### config.mk
export PLATFORM = sky130hd
export DESIGN_NAME = mem_wb_writeback
export DESIGN_NICKNAME = d
export VERILOG_FILES = /design/src/rtl/mem_wb_writeback.sv
export SDC_FILE = /design/constraint.sdc
export NUM_CORES = 1
export LEC_CHECK = 0
export BUFFER_PORTS_ARGS = -buffer_cell sky130_fd_sc_hd__buf_2
export CORE_MARGIN = 2
export CORE_UTILIZATION = 30
export CTS_BUF_LIST = sky130_fd_sc_hd__clkbuf_16
export CTS_CLUSTER_DIAMETER = 100
export DETAILED_ROUTE_END_ITERATION = 8
export SETUP_SLACK_MARGIN = 0.1
export SLEW_MARGIN = 20
export SYNTH_ARGS = -nofsm -noshare
export SYNTH_HDL_FRONTEND = slang
export SYNTH_SLANG_ARGS = --single-unit
### constraint.sdc
create_clock -name clk -period 1.29 [get_ports clk]
set_clock_uncertainty 0.05 [all_clocks]
set_input_delay 0.129 -clock clk [delete_from_list [all_inputs] [get_ports clk]]
set_output_delay 0.129 -clock clk [all_outputs]
set_load 0.05 [all_outputs]
### src/rtl/mem_wb_writeback.sv
// -----------------------------------------------------------------------------
// mem_wb_writeback
//   MEM/WB pipeline register and writeback stage of the pipelined RV32I core.
//   On each posedge the memory-stage fields are captured, the load word is
//   extracted/extended, and the final writeback value is selected and stored.
//   The register file writes on the negedge, so ID sees the value in the same
//   cycle. rd/WE/result are also exported to the hazard unit for forwarding.
//
//   Optional feature macro: WB_INSTRET_EN
//     defined   -> instret counts retired instructions (wraps mod 2^CNT_W)
//     undefined -> instret is tied to zero, no counter is built
//
//   Ports
//     clk            posedge stage clock
//     rst            asynchronous, active-high reset
//     en             stage enable (0 = stall, all state holds)
//     flush          insert a bubble; wins over en
//     m_valid        MEM stage holds a real instruction
//     m_reg_write    instruction writes rd
//     m_rd           destination register
//     m_result_src   00 ALU, 01 load, 10 PC+4, 11 immediate (LUI)
//     m_funct3       load size/sign
//     m_alu_result   ALU result; [1:0] is the load byte offset
//     m_read_data    raw aligned word from data memory
//     m_pc_plus4     return address for JAL/JALR
//     m_imm_ext      extended immediate
//     w_valid        WB holds a real instruction
//     w_rd           register file A3 / hazard unit rd
//     w_result       register file WD3 / forwarding data
//     w_we           register file WE
//     instret        retired-instruction count
//
//   Handshake: there is no ready path. Flow control is en (stall) and flush
//   (kill). w_valid qualifies w_rd/w_result for the cycle after the capturing
//   edge; w_we is only ever high while w_valid is high and w_rd is non-zero.
// -----------------------------------------------------------------------------
module mem_wb_writeback #(
  parameter int XLEN  = 32,
  parameter int CNT_W = 64
) (
  input  logic             clk,
  input  logic             rst,
  input  logic             en,
  input  logic             flush,
  input  logic             m_valid,
  input  logic             m_reg_write,
  input  logic [4:0]       m_rd,
  input  logic [1:0]       m_result_src,
  input  logic [2:0]       m_funct3,
  input  logic [XLEN-1:0]  m_alu_result,
  input  logic [XLEN-1:0]  m_read_data,
  input  logic [XLEN-1:0]  m_pc_plus4,
  input  logic [XLEN-1:0]  m_imm_ext,
  output logic             w_valid,
  output logic [4:0]       w_rd,
  output logic [XLEN-1:0]  w_result,
  output logic             w_we,
  output logic [CNT_W-1:0] instret
);

  logic            valid_q;
  logic            reg_write_q;
  logic [4:0]      rd_q;
  logic [XLEN-1:0] result_q;

  logic [1:0]      load_off;
  logic [7:0]      load_byte;
  logic [15:0]     load_half;
  logic [XLEN-1:0] load_val;
  logic [XLEN-1:0] wb_val;

  // Load extraction. Half-word selection uses only off[1]; a misaligned
  // half is never produced by the core, so off[0] is simply ignored.
  always_comb begin
    load_off  = m_alu_result[1:0];
    load_byte = m_read_data[8*load_off +: 8];
    load_half = m_read_data[16*load_off[1] +: 16];
    load_val  = m_read_data;
    case (m_funct3)
      3'b000:  load_val = {{(XLEN-8){load_byte[7]}}, load_byte};
      3'b100:  load_val = {{(XLEN-8){1'b0}}, load_byte};
      3'b001:  load_val = {{(XLEN-16){load_half[15]}}, load_half};
      3'b101:  load_val = {{(XLEN-16){1'b0}}, load_half};
      default: load_val = m_read_data;
    endcase
  end

  // Writeback select is resolved before the register so w_result is a
  // clean flop output for both the regfile and the forwarding path.
  always_comb begin
    wb_val = m_alu_result;
    case (m_result_src)
      2'b00:   wb_val = m_alu_result;
      2'b01:   wb_val = load_val;
      2'b10:   wb_val = m_pc_plus4;
      default: wb_val = m_imm_ext;
    endcase
  end

  always_ff @(posedge clk or posedge rst) begin
    if (rst) begin
      valid_q     <= 1'b0;
      reg_write_q <= 1'b0;
      rd_q        <= 5'd0;
      result_q    <= '0;
    end else if (flush) begin
      valid_q     <= 1'b0;
      reg_write_q <= 1'b0;
      rd_q        <= 5'd0;
      result_q    <= '0;
    end else if (en) begin
      valid_q     <= m_valid;
      reg_write_q <= m_reg_write;
      rd_q        <= m_rd;
      result_q    <= wb_val;
    end
  end

  assign w_valid  = valid_q;
  assign w_rd     = rd_q;
  assign w_result = result_q;
  // valid_q clears asynchronously with rst, so WE drops immediately on reset.
  assign w_we     = valid_q & reg_write_q & (rd_q != 5'd0);

`ifdef WB_INSTRET_EN
  logic [CNT_W-1:0] instret_q;

  // Counted on the capturing edge only, so a stalled instruction is
  // counted once and a flushed one is never counted.
  always_ff @(posedge clk or posedge rst) begin
    if (rst) begin
      instret_q <= '0;
    end else if (!flush && en && m_valid) begin
      instret_q <= instret_q + 1'b1;
    end
  end

  assign instret = instret_q;
`else
  assign instret = '0;
`endif

endmodule

==> results.toml <==
[run_status]
status = "finished with violations"
violations = "negative setup slack"

[routing]
ant_nets = 0
drtIter0Drc = 308
drtPass1Iterations = 5
drt-wirelength-per-cell_um = 18.8
viasPerCell = 5.30
dr_total_vias = 4338
detail_route.wirelength_mm = 15.4
post-route-drc-count = 0

[finish]
instances_no_fill = 819
drive_gt1_share_pct = 47.1
syn_to_final_growth_pct = 43.2
fin_nets = 789

[pwr]
clock_network_power_share_pct = 31.6
p_switching_mw = 2.03
worst_ir_drop_vdd_mv = 0.507
cellPowerDensity_nw_per_um2 = 932
cellInternalPower_mw = 3.17
pwr-share-comb_pct = 41.8
power.share.sequential_pct = 26.5
p_leak_nw = 2.63
switching_share_pct = 39.1

[worst_setup_path]
critical_path_required_ns = 1.11
worst_setup_sp_type = "register"
worst_setup_path_end_kind = "output port"
r2r-start = "w_result[7]$_DFFE_PP0P_"
worst_reg_to_reg_setup_slack_ns = 0.30
worstReg2RegEnd = "w_result[7]$_DFFE_PP0P_"
worstSetupPathType = "reg -> out"
r2r.worst_path.cells = 3
arrival_ns = 1.53
timing.critical_path.fanout_max = 2

[hold_path]
min_delay_worst_endpoint = "w_valid$_DFFE_PP0P_"
hp-start = "m_valid"
min_delay_path_depth = 3
class_of_the_worst_hold_path = "in -> reg"

[synthesis]
syn_avg_cell_area_sq_um = 8.81
synthMuxAreaShare_pct = 15.0
synth_seq_area_share_pct = 25.1
synth_edf_count = 0
yosys.area_share.adder_pct = 0
ys_warn_count = 0
async_reset_ff_share_pct = 100
synthesis.area_sq_um = 3890
synth_cell_type_count = 40
synth-seq-cells = 39
largest_family_of_logic_cells_by_synthesized_area = "compound AO/OA/AOI/OAI gates"
synth_ff_type = "dfrtp_1"
synth_xor_xnor_area_share_pct = 0
synth_compound_gate_area_share_pct = 32.6
post_synth_inst_count = 442
post_synth_and_or_nand_nor_area_fraction_pct = 9.35

[timing]
transition_at_the_pin_with_the_smallest_max_transition_slack_ns = 0.605
min_period_over_period_pct = 133
final-hold-violation-count = 0
finalCriticalPeriod_ns = 1.71
finalHoldWorstSlack_ns = 0.0389
postLayoutSetupSlackWorst_ns = -0.424
setup-tns-final_ns = -0.424
relSlewSlack_pct = 59.4
fmax_mhz = 583
drv_slew = 0
unrepaired_setup_endpoints_after_global_routing = "true"
finalSetupViolCount = 1

[clocking]
cts_root_buffer = "clkbuf_16"
h-tree-depth = 2
clock_tree_from_tritoncts = "built"
clock-sinks = 39
worst_skew_pair_latency_ns = 0.28
clk_pin_slew_ns = 0.06
clockBufferDepth = 2
tritoncts.num_buffers = 5

[grt]
grt_first_pass_wirelength_mm = 23.3
overflow_left_after_global_routing = 0
grt_pass1_vias = 4301
antenna_found_initial = 2
pin_count_of_the_biggest_net_entering_global_routing = 33
grt_use_total_pct = 21.0

[floorplan]
die_h_um = 118
floorplan.initialDensity_pct = 30.7
boundaryPins = 247
dieArea_sq_um = 13900
row_count = 41
coreArea_sq_um = 12700
die_width_um = 118

[place]
routabilityCongestion = 0.938
cell_count_after_placement = 805
port_buffers = 182
pre_cts_slack_ns = -0.310
dp.final_hpwl_mm = 12.1

[run]
drv_cap = 0
## cell families (layout without fill, tap and decap cells)
| logic type | count (synthesis) | in the layout |
|---|---|---|
| compound gates | 162 | 162 |
| other cells | 1 | 65 |
| flops | 39 | 39 |
| mux | 47 | 47 |
| simple gates | 80 | 80 |
| buf+inv | 113 | 254 |
## worst max-delay path: stages, from the launching register on
cell and delay [ns]:
dfrtp_2 0.40, or3_4 0.39, o311a_4 0.31, buf_6 0.15
## layout make-up
cell class | count | area (sq um)
Fill cell | 1254 | 7090
Multi-Input combinational cell | 353 | 2560
Timing Repair Buffer | 240 | 1600
Sequential cell | 39 | 980
Tap cell | 172 | 215
Clock buffer | 5 | 125
Clock inverter | 3 | 67.6
Inverter | 6 | 26.3
Antenna cell | 1 | 2.50
## metal layers
| metal | wire [um] | part of all wire (%) | track usage (%) |
|---|---|---|---|
| met1 | 6530 | 42 | 27.0 |
| met2 | 7380 | 48 | 35.3 |
| met3 | 1200 | 7.8 | 4.51 |
| met4 | 324 | 2.1 | 6.17 |
| met5 | 7 | 0.045 | 0 |
## cell usage in the layout (no fill, tap or decap), drive strengths merged, types with 6 or more instances in the layout
master	synthesis	layout
buf	83	237
conb	1	64
nor2	45	45
dfrtp	39	39
mux2	32	32
a22oi	27	27
o221ai	26	26
a211o	26	26
o21ai	22	22
o211ai	16	16
o2111ai	14	14
nand2	13	13
mux2i	9	9
o22a	9	9
o22ai	8	8
clkbuf	24	7
mux4	6	6
## power by group through the flow
stage	logic, mW	registers, mW	clock network, mW
floorplan	1.23	1.72	0
global placement	2.05	1.40	0
detailed placement	2.08	1.40	0
CTS	2.11	1.38	1.66
global route	2.31	1.39	1.72
finish	2.17	1.38	1.64
## how the worst max path moves through the flow
stage | from | end | slack, ns | cells past startpoint
2_1_floorplan | w_rd[4]$_DFFE_PP0P_ | w_we | -0.19 | 2
3_3_place_gp | m_alu_result[1] | w_result[12]$_DFFE_PP0P_ | -0.29 | 5
3_5_place_dp | m_alu_result[1] | w_result[12]$_DFFE_PP0P_ | -0.31 | 5
4_1_cts | w_rd[4]$_DFFE_PP0P_ | w_we | -0.44 | 3
5_1_grt | w_rd[4]$_DFFE_PP0P_ | w_we | -0.46 | 3
6_report | w_rd[4]$_DFFE_PP0P_ | w_we | -0.42 | 3
## per-stage QoR
stage                     area [sq um]  util [%]  power [mW]
after floorplan                   4260         -        2.96
after global placement            5150      40.7        3.45
after detailed placement          5150      40.7        3.48
after CTS                         5420      42.8        5.15
after global routing              5570      44.0        5.41
final                             5580      44.0        5.20
## sequential cells by signal, summed over array words and instances (netlist names)
| signal | flops |
|---|---|
| w_valid | 1 |
| reg_write_q | 1 |
| w_rd | 5 |
| w_result | 32 |
## cell usage after synthesis (all sizes together) (4+ instances only)
cell type / instances / area [sq um]
o22ai: 8 / 50.1
o22a: 9 / 78.8
o221ai: 26 / 228
nor2b: 5 / 31.3
mux4: 6 / 135
dfrtp: 39 / 976
nand2: 13 / 48.8
a211o: 26 / 228
nor2: 45 / 171
inv: 4 / 15.0
o211ai: 16 / 120
nand3: 4 / 20.0
nand4: 5 / 31.3
clkbuf: 24 / 90.1
mux2: 32 / 360
o21ai: 22 / 110
buf: 83 / 581
a32o: 5 / 50.1
a22oi: 27 / 203
o2111ai: 14 / 123
mux2i: 9 / 90.1
## what timing repair did
| item | 4_1_cts | 5_1_grt |
|---|---|---|
| resized for setup | 18 | 15 |
| pin swaps | 6 | 3 |
| hold buffers | 1 | 0 |
| buffers inserted | 0 | 1 |
| endpoints found under the hold margin | 14 | 0 |
| gates cloned | 0 | 3 |
| endpoints found under the setup margin | 32 | 27 |
No activity file was read; power rests on OpenSTA's default activity.
